`config.mk`:
```
export PLATFORM = sky130hd
export DESIGN_NAME = w_mem_stream
export DESIGN_NICKNAME = d
export VERILOG_FILES = /design/src/rtl/fnn_pkg.sv /design/src/rtl/w_mem_sdp_ram.sv /design/src/rtl/w_mem_stream.sv
export SDC_FILE = /design/constraint.sdc
export NUM_CORES = 1
export LEC_CHECK = 0
export ABC_AREA = 0
export BUFFER_PORTS_ARGS = -buffer_cell sky130_fd_sc_hd__buf_4
export CAP_MARGIN = 0
export CORE_UTILIZATION = 30
export CTS_BUF_LIST = sky130_fd_sc_hd__clkbuf_2 sky130_fd_sc_hd__clkbuf_4 sky130_fd_sc_hd__clkbuf_8
export DETAILED_ROUTE_END_ITERATION = 10
export GPL_TIMING_DRIVEN = 1
export PLACE_DENSITY = 0.53
export SLEW_MARGIN = 5
export SYNTH_ARGS = -nofsm -noshare
export SYNTH_HDL_FRONTEND = slang
export SYNTH_SLANG_ARGS = --single-unit
```
`constraint.sdc`:
```
create_clock -name clk -period 4.35 [get_ports clk]
set_input_delay 0.87 -clock clk [delete_from_list [all_inputs] [get_ports clk]]
set_output_delay 0.87 -clock clk [all_outputs]
set_load 0.1 [all_outputs]
```
`src/rtl/fnn_pkg.sv`:
```
// Shared definitions for the fully connected layer blocks.
// Holds the default weight width, the signed weight type and the state
// encoding of the per-neuron weight memory streamer.
package fnn_pkg;

  // Default weight width (Q-format, signed two's complement).
  localparam int DATA_WIDTH = 16;

  typedef logic signed [DATA_WIDTH-1:0] weight_t;

  typedef enum logic [1:0] {
    IDLE   = 2'd0,
    LOAD   = 2'd1,
    STREAM = 2'd2
  } wmem_state_t;

endpackage : fnn_pkg

```
`src/rtl/w_mem_sdp_ram.sv`:
```
// Simple dual-port weight RAM: one write port, one synchronous read port
// with a single cycle of read latency. Written so synthesis can map it to
// distributed or block RAM.
//
// Ports:
//   clk    in   clock, both ports on posedge
//   we     in   write enable
//   waddr  in   write address
//   wdata  in   write data
//   re     in   read enable
//   raddr  in   read address
//   rdata  out  read data, valid the cycle after re
module w_mem_sdp_ram #(
  parameter int NUM_WEIGHT = 30,
  parameter int DATA_WIDTH = fnn_pkg::DATA_WIDTH,
  parameter int ADDR_WIDTH = $clog2(NUM_WEIGHT)
) (
  input  logic                  clk,
  input  logic                  we,
  input  logic [ADDR_WIDTH-1:0] waddr,
  input  logic [DATA_WIDTH-1:0] wdata,
  input  logic                  re,
  input  logic [ADDR_WIDTH-1:0] raddr,
  output logic [DATA_WIDTH-1:0] rdata
);

  logic [DATA_WIDTH-1:0] mem [NUM_WEIGHT];

  // NOTE: the array and its read register carry no reset; a reset would stop
  // the tools from mapping this onto RAM primitives, and contents are always
  // rewritten by a load burst before they are streamed.
  always_ff @(posedge clk) begin
    if (we) begin
      mem[waddr] <= wdata;
    end
    if (re) begin
      rdata <= mem[raddr];
    end
  end

endmodule : w_mem_sdp_ram

```
`src/rtl/w_mem_stream.sv`:
```
// Runtime-loadable weight memory for one neuron of a fully connected layer.
// A valid/ready load burst fills the RAM from address 0; on rd_start the
// stored weights are streamed in address order through a valid/ready output
// with full backpressure. A 2-entry skid FIFO hides the RAM read latency so
// the stream sustains one weight per cycle.
//
// Ports:
//   clk        in   clock, all logic on posedge
//   rst_n      in   asynchronous active-low reset
//   load_start in   pulse: start a load burst at address 0
//   wr_valid   in   load data valid
//   wr_ready   out  wr_data accepted this cycle
//   wr_data    in   weight to store
//   loaded     out  a full burst has been written since the last load_start
//   rd_start   in   pulse: stream weights 0..NUM_WEIGHT-1
//   out_valid  out  out_data valid
//   out_ready  in   consumer takes out_data this cycle
//   out_data   out  weight
//   out_last   out  marks the weight at index NUM_WEIGHT-1
//   busy       out  not idle, or weights still held in the output FIFO
module w_mem_stream #(
  parameter int NUM_WEIGHT = 30,
  parameter int DATA_WIDTH = fnn_pkg::DATA_WIDTH,
  parameter int ADDR_WIDTH = $clog2(NUM_WEIGHT)
) (
  input  logic                  clk,
  input  logic                  rst_n,
  input  logic                  load_start,
  input  logic                  wr_valid,
  output logic                  wr_ready,
  input  logic [DATA_WIDTH-1:0] wr_data,
  output logic                  loaded,
  input  logic                  rd_start,
  output logic                  out_valid,
  input  logic                  out_ready,
  output logic [DATA_WIDTH-1:0] out_data,
  output logic                  out_last,
  output logic                  busy
);
  import fnn_pkg::*;

  // Pointers wrap by explicit compare, never by natural binary overflow.
  localparam logic [ADDR_WIDTH-1:0] LAST_ADDR = ADDR_WIDTH'(NUM_WEIGHT - 1);

  wmem_state_t           state, state_next;
  logic [ADDR_WIDTH-1:0] wptr, rptr;
  logic                  all_issued;     // every address of this stream has been read
  logic                  rd_inflight;    // RAM read issued last cycle, data on ram_rdata
  logic                  inflight_last;  // that read was the final address
  logic [DATA_WIDTH-1:0] ram_rdata;

  // Output skid FIFO, two entries.
  logic [DATA_WIDTH-1:0] fifo_data [2];
  logic                  fifo_last [2];
  logic [1:0]            fifo_count;
  logic                  fifo_wr_idx, fifo_rd_idx;

  logic                  start_load, start_stream;
  logic                  wr_fire, rd_issue, push, pop;
  logic [2:0]            occ_after_pop;

  // A load_start in LOAD restarts the burst, so no write is taken that cycle.
  assign wr_ready  = (state == LOAD) && !load_start;
  assign wr_fire   = wr_valid && wr_ready;

  assign out_valid = (fifo_count != 2'd0);
  // Gate the head entry so the unreset FIFO storage never shows on the port.
  assign out_data  = out_valid ? fifo_data[fifo_rd_idx] : '0;
  assign out_last  = out_valid && fifo_last[fifo_rd_idx];
  assign busy      = (state != IDLE) || out_valid;

  assign pop  = out_valid && out_ready;
  assign push = rd_inflight;

  // Count the slot freed by this cycle's pop so a steady stream issues one
  // read per cycle instead of stalling every other cycle.
  assign occ_after_pop = {1'b0, fifo_count} + {2'b00, rd_inflight} - {2'b00, pop};
  assign rd_issue      = (state == STREAM) && !all_issued && (occ_after_pop < 3'd2);

  // ---------------------------------------------------------------------------
  // Next-state logic
  // ---------------------------------------------------------------------------
  // NOTE: every signal driven here gets a default before the case statement so
  // no path leaves one unassigned and infers a latch.
  always_comb begin
    state_next   = state;
    start_load   = 1'b0;
    start_stream = 1'b0;
    unique case (state)
      IDLE: begin
        if (load_start) begin
          start_load = 1'b1;
          state_next = LOAD;
        end else if (rd_start && loaded) begin
          start_stream = 1'b1;
          state_next   = STREAM;
        end
      end
      LOAD: begin
        if (load_start) begin
          start_load = 1'b1;
        end else if (wr_fire && (wptr == LAST_ADDR)) begin
          state_next = IDLE;
        end
      end
      STREAM: begin
        if (pop && out_last) begin
          state_next = IDLE;
        end
      end
      default: state_next = IDLE;
    endcase
  end

  // ---------------------------------------------------------------------------
  // State, pointers and FIFO control
  // ---------------------------------------------------------------------------
  // NOTE: sequential state uses non-blocking assignments only, so every
  // register samples the pre-edge values regardless of statement order.
  always_ff @(posedge clk or negedge rst_n) begin
    if (!rst_n) begin
      state         <= IDLE;
      wptr          <= '0;
      rptr          <= '0;
      loaded        <= 1'b0;
      all_issued    <= 1'b0;
      rd_inflight   <= 1'b0;
      inflight_last <= 1'b0;
      fifo_count    <= 2'd0;
      fifo_wr_idx   <= 1'b0;
      fifo_rd_idx   <= 1'b0;
    end else begin
      state <= state_next;

      // Load side
      if (start_load) begin
        wptr   <= '0;
        loaded <= 1'b0;
      end else if (wr_fire) begin
        if (wptr == LAST_ADDR) begin
          wptr   <= '0;
          loaded <= 1'b1;
        end else begin
          wptr <= wptr + 1'b1;
        end
      end

      // Read side
      if (start_stream) begin
        rptr       <= '0;
        all_issued <= 1'b0;
      end else if (rd_issue) begin
        if (rptr == LAST_ADDR) begin
          rptr       <= '0;
          all_issued <= 1'b1;
        end else begin
          rptr <= rptr + 1'b1;
        end
      end

      rd_inflight   <= rd_issue;
      inflight_last <= rd_issue && (rptr == LAST_ADDR);

      // Skid FIFO bookkeeping; the issue rule guarantees no overflow.
      fifo_count <= fifo_count + {1'b0, push} - {1'b0, pop};
      if (push) begin
        fifo_wr_idx <= ~fifo_wr_idx;
      end
      if (pop) begin
        fifo_rd_idx <= ~fifo_rd_idx;
      end
    end
  end

  // FIFO payload: reset flushes the FIFO through its count and pointers.
  always_ff @(posedge clk) begin
    if (push) begin
      fifo_data[fifo_wr_idx] <= ram_rdata;
      fifo_last[fifo_wr_idx] <= inflight_last;
    end
  end

  w_mem_sdp_ram #(
    .NUM_WEIGHT (NUM_WEIGHT),
    .DATA_WIDTH (DATA_WIDTH),
    .ADDR_WIDTH (ADDR_WIDTH)
  ) u_ram (
    .clk   (clk),
    .we    (wr_fire),
    .waddr (wptr),
    .wdata (wr_data),
    .re    (rd_issue),
    .raddr (rptr),
    .rdata (ram_rdata)
  );

endmodule : w_mem_stream

```
Word level (Yosys, flattened, before mapping)
Memories as Yosys holds them, arrays and structs flattened. A register that Yosys moved wholly into a read port is not among the register bits.
Index checks and enable logic that the tools add are counted.
- register bits: 20
- RAM bits: 514
- input bits: 22
- output and inout port bits: 21
- logic and storage cells: 82
- memories kept: 3
- $add $sub $neg: 6
- order comparisons: 1
- equal/unequal tests: 8
- muxes and demuxes: 28
- bitwise logic cells: 2
- reductions and logical operators: 24
- memory list (memory ; depth ; bits a word ; read ports ; clocked after memory_dff ; write ports ; RTL line ; source):
    u_ram.mem ; 30 ; 16 ; 1 ; 1 ; 1 ; w_mem_sdp_ram.sv:27 ; logic [DATA_WIDTH-1:0] mem [NUM_WEIGHT];
    fifo_data ; 2 ; 16 ; 1 ; 0 ; 1 ; w_mem_stream.sv:53 ; logic [DATA_WIDTH-1:0] fifo_data [2];
    fifo_last ; 2 ; 1 ; 1 ; 0 ; 1 ; w_mem_stream.sv:54 ; logic fifo_last [2];
- operators with widths (kind ; number):
    5-bit 2-to-1 mux ; 6
    16-bit 2-to-1 mux ; 1
    1-bit 2-to-1 mux ; 15
    2-bit nonzero test ; 6
    5-bit by 1-bit adder with 5-bit output, second input constant ; 2
    5-bit equality test, second input constant ; 2
    1-bit logical AND ; 10
    2-bit 2-to-1 mux ; 5
    2-bit case mux with 3 select lines ; 1
    2-bit by 1-bit != test with 1-bit output, second input constant ; 2
    2-bit AND reduction ; 2
    4-bit AND reduction ; 1
    2-bit by 1-bit adder with 3-bit output ; 1
    3-bit by 2-bit less-than comparator with 1-bit output, second input constant ; 1
    3-bit != test, second input constant ; 1
    3-bit by 1-bit subtractor with 3-bit output ; 1
    2-bit by 1-bit adder with 2-bit output ; 1
    2-bit by 1-bit equality test with 1-bit output, second input constant ; 1
    2-bit equality test, second input constant ; 1
    1-bit zero test ; 2
    2-bit zero test ; 1
    2-bit != test, second input constant ; 1
    1-bit inverter ; 2
    2-bit OR reduction ; 1
    other kinds (2) ; 2

Depth between registers and ports, before layout
- word-level depth: 7
- depth in mapped cells: 11
- depth with buffers taken out: 10

By module
A second synthesis with hierarchy kept.
- cell total of the unflattened synthesis: 1115
- area total of the unflattened synthesis: 21598.2 sq um
- by module, submodules not included (module ; times used ; cells an instance ; area each (sq um) ; sequential area each (sq um)):
    w_mem_sdp_ram ; 1 ; 941 ; 19293.5 ; 14894.3
    w_mem_stream ; 1 ; 174 ; 2304.7 ; 1521.5

Least setup slack after synthesis
OpenSTA, ideal clock, no wires.
- kind: input -> output
- from: in load_start
- to: out wr_ready
- arrival time: 3.058 ns
- required time: 3.480 ns
- setup slack: 0.422 ns
- stages: 1
- path buffers: 0
- cell sequence: nor3b_1
- longest elaborated chain between the ends: 2
- ends and longest elaborated chain (item ; RTL line ; source):
    from (decl) ; w_mem_stream.sv:28 ; input logic load_start,
    1-bit zero test ; w_mem_stream.sv:63 ; assign wr_ready = (state == LOAD) && !load_start;
    1-bit logical AND ; w_mem_stream.sv:63 ;
    to (decl) ; w_mem_stream.sv:30 ; output logic wr_ready,
No other way between the ends.

Worst setup path in the final report
- from: reg fifo_count[1]
- to: out out_data[14]
- longest elaborated chain between the ends: 2
- ends and longest elaborated chain (item ; RTL line ; source):
    from (decl) ; w_mem_stream.sv:55 ; logic [1:0] fifo_count;
    from (signal assigned) ; w_mem_stream.sv:165 ; fifo_count <= fifo_count + {1'b0, push} - {1'b0, pop};
    2-bit nonzero test ; w_mem_stream.sv:66 ; assign out_valid = (fifo_count != 2'd0);
    16-bit 2-to-1 mux ; w_mem_stream.sv:68 ; assign out_data = out_valid ? fifo_data[fifo_rd_idx] : '0;
    to (decl) ; w_mem_stream.sv:36 ; output logic [DATA_WIDTH-1:0] out_data,
No other way between the ends.

==> impl.org <==
** Logic synthesis
- Each instance of the synthesized netlist takes up on average 19.4 µm².
- In this run, distinct cell masters in the synthesized netlist total 44.
- Synth warnings :: 0
- Share of synthesized area occupied by flip-flops and latches :: 0.773
- Cells taking the most area after synthesis :: edfxtp_1 75%, mux4_2 6.8%, mux2i_1 6.1%
- In the synthesized netlist, the number of instances is 1096.
- Total of flip-flops plus latches after synthesis :: 550
- The number of nets in the synthesized netlist is 1127.
- The share of synthesized area in the top cell type comes to 0.749.
- Netlist Area Pre-Place :: 0.0212 mm²
- Of all cell types, the one taking the most synthesized area is edfxtp_1.

** Cells and area
- Most frequent standard cell in the layout excluding fill and tap cells :: edfxtp_1
- Summing all flip-flop and latch instances after layout gives 0.0164 mm².
- Top library cells by usage in the layout, fill and taps aside :: 530 x edfxtp_1, 129 x mux2i_1, 97 x clkbuf_8, 92 x buf_4, 64 x mux4_2
- Growth of design area from synthesis to finish :: 15.8%
- Antenna diode instance count :: 0
- Of the cells placed in the final design, the portion with a size suffix greater than 1 is 0.239.
- The final layout contains 1252 nets.
- The multi-input combinational cells in the finished layout cover a total of 0.00445 mm².
- Total of fill cells in the finished design :: 6636

** Die
- Top-level port count :: 43
- Horizontal die dimension :: 268 µm
- The floorplan step set the die height to 268 µm.
- The initialized floorplan defines 97 standard-cell rows.
- In this run the standard cell core region covers 0.0700 mm².
- The initial utilization of the core area, before any placement, comes to 0.303.
- The die covers 0.0719 mm².

** STA
- The count of endpoints failing hold in the final timing report is 0.
- Period utilization :: 0.764
- For the pin with the worst max-slew slack, the measured transition is 1.20 ns.
- Total Negative Setup Slacks :: 0 ns
- The final-report max-slew violation count was 0.
- Setup repair after global routing missed its margin :: no
- Worst clock skew on the final layout :: 0.0257 ns
- Worst hold slack across all endpoints :: 0.0774 ns
- Final setup viols :: 0
- Max Clock Freq :: 301 MHz
- After layout, the minimum clock period comes to 3.32 ns.
- Worst slew margin relative to its limit :: 0.195

** Critical path
- At the worst endpoint, the required time is 3.48 ns.
- STA classifies the critical path startpoint as a flop.
- CP Cell Sequence :: nor2_1, nor2_1, buf_4
- STA classifies the critical path endpoint as an output pin.
- Cell seen most often among critical-path stages :: nor2_1
- On the critical path, the stage with the largest delay is an instance of nor2_1.
- Crit path kind :: reg2out
- Worst reg2reg path depth :: 8
- CP Data Arrival Time :: 2.45 ns
- Along the worst path, the maximum fanout reaches 19.
- On the worst path, the slowest cell contributes a delay of 0.93 ns.
- Across all register-to-register paths, the minimum setup slack is 1.09 ns.
- RR Startpoint :: fifo_count[1]
- RR Endpoint :: u_ram.rdata[11]

** Global route
- For this run, the total global-route usage over all layers was measured as 0.142.
- Entering global routing, the biggest net connects 41 pins.
- Overall overflow remaining after global route :: 0
- Initial antenna violation count :: 2
- The via count of the first global-routing pass came to 10.7k.
- Global-route wire length before repair :: 72900 µm

** Clock network
- Clock-pin slew was measured on the worst setup and hold paths at 0.07 ns.
- Hold repair after CTS inserted 0 buffers.
- No sink is reached through more buffers than the 3 on the longest clock path.
- Insertion delay to the later sink of the worst-skew pair :: 0.68 ns
- The H-tree was split into 3 levels.
- CTS root buffer :: clkbuf_8
- Once the clock tree was built, the setup fixing pass inserted 0 buffers.
- Counting the buffers created by CTS gives 88.
- Sinks on the clock net :: 550
- TritonCTS built the clock tree.
- Once the clock tree was built, the resizer swapped 0 gates to a different size.

** Power
- Clock Power Share :: 0.332
- For this design the static power due to leakage is 0.00790 µW.
- Worst supply voltage drop on vdd :: 0.464 mV
- Of the total power, the share spent switching nets is 0.292.
- Internal portion of total power :: 9290 µW
- Summed over all nets, the switching power comes to 3820 µW.
- For this design the ratio of total power to cell area is 533 mW/mm².
- The share of total power dissipated in combinational logic is 0.208.
- Part of the total power dissipated in sequential elements :: 0.460

** Route
- After the first detailed-routing iteration, the DRC count stood at 846.
- Detailed routing inserted a total of 10.6k vias.
- The first detailed-routing pass ran for 5 iterations.
- Dividing the detail-routed via count by the number of cells gives 4.75.
- In the final routed layout, each cell accounts on average for 22.6 µm.
- Wires add up to 50300 µm.
- The detail route stage leaves a number of antenna-violating nets equal to 0.
- For this run, design rule violations remaining after detail routing come to 0.

** Job
- Number of max-cap violations :: 0

** Placed design
- Detailed placement finished with a half-perimeter wire length of 29900 µm.
- Port Buffers :: 42
- Gp weighted congestion :: 0.804

** Status
- The run finished with clean final reports.

** Hold path
- The worst hold path belongs to the class in2async.
==> layout make-up <==
cell class              instances  area share
repair buffers                 96      0.0313
clock buffers                 130      0.0643
multi-input cells             473       0.181
flip-flops and latches        550       0.667
clock inverters                30     0.00641
inverters                      12     0.00183
well taps                     940      0.0478
==> critical path: cells and delay by family (launching register included) <==
kind | cells | cell delay (ns)
and+or+nand+nor | 2 | 1.09
DFF | 1 | 0.41
buffers and inverters | 1 | 0.29
==> routing by layer <==
layer,GRT usage,part of all wire,vias up,wire length (µm)
li1,-,-,4731,-
met1,0.205,0.47,5504,23900
met2,0.207,0.44,289,22300
met3,0.0372,0.061,71,3050
met4,0.0408,0.021,0,1080
met5,0,0,-,0
==> sequential cells by signal, summed over array words and instances (netlist names) <==
register and flops:
u_ram.mem 480, fifo_data 32, u_ram.rdata 16, rptr 5, wptr 5, fifo_count 2
fifo_last 2, state 2, all_issued 1, fifo_rd_idx 1, fifo_wr_idx 1, inflight_last 1
loaded 1, push 1
==> cells by family after synthesis <==
group                    count (synthesis)  synth area share
flip-flops                             550             0.773
multiplexers                           193             0.129
AO/OA/AOI/OAI                          163            0.0498
AND/OR/NAND/NOR                        103            0.0231
buffers and inverters                   73            0.0179
adder cells (fa/ha/maj)                  9           0.00565
XOR/XNOR                                 5           0.00206
==> synthesized netlist by cell type <==
library cell  count
mux2i_1         129
o21a_1            2
nor3b_1           1
nand3b_1          3
or2_2             1
buf_1             2
edfxtp_1        530
nand4b_1          1
nand3_1           7
or3b_2            2
buf_8             1
xor2_1            3
inv_1            12
buf_2            10
nand4_1           1
nor3_1            3
fa_1              1
o22ai_1          17
a221oi_1         31
a21oi_1          22
buf_4            10
nand2b_1          2
o21ai_0          51
nor2_1           57
or4_4             1
and2_1            3
mux4_2           64
nand2_1          10
dfrtp_1          20
a2bb2oi_1         1
xnor2_1           2
a22oi_1          15
nor2b_1           5
or3_1             3
o21ai_1           1
and4bb_2          1
buf_6             6
o31ai_1           5
or4_1             1
ha_1              8
and4_1            1
o2111ai_1         1
clkbuf_1         32
a211oi_1         17
==> power by group through the flow <==
stage / Combinational [µW] / Sequential (µW) / Clock [µW]
floorplan: 2180 / 6000 / 0
CTS: 2780 / 6040 / 4480
global route: 2900 / 6050 / 4710
detailed placement: 2770 / 6150 / 0
finish: 2730 / 6030 / 4360
global placement: 2750 / 6150 / 0
==> metrics by stage <==
step                       util  total power [µW]  instance area, µm²  std cells  setup WS [ns]
after CTS                 0.351             13300               24600       2231          0.869
final                     0.351             13100               24600       2231           1.03
after floorplan               -              8180               21200       1096          0.422
after global placement    0.327              8900               22900       2071          0.681
after detailed placement  0.327              8920               22900       2071          0.669
after global routing      0.351             13700               24600       2231          0.777
==> how the worst max path moves through the flow <==
stage	from	to	slack, ns	cells after the start
floorplan	load_start	wr_ready	0.42	1
global placement	out_ready	u_ram.rdata[9]	0.68	9
detailed placement	out_ready	u_ram.rdata[8]	0.67	9
CTS	fifo_count[1]	out_data[14]	0.87	3
global route	fifo_count[1]	out_data[14]	0.78	3
finish	fifo_count[1]	out_data[14]	1.03	3
Note: power is estimated with default switching activity, not from simulation.
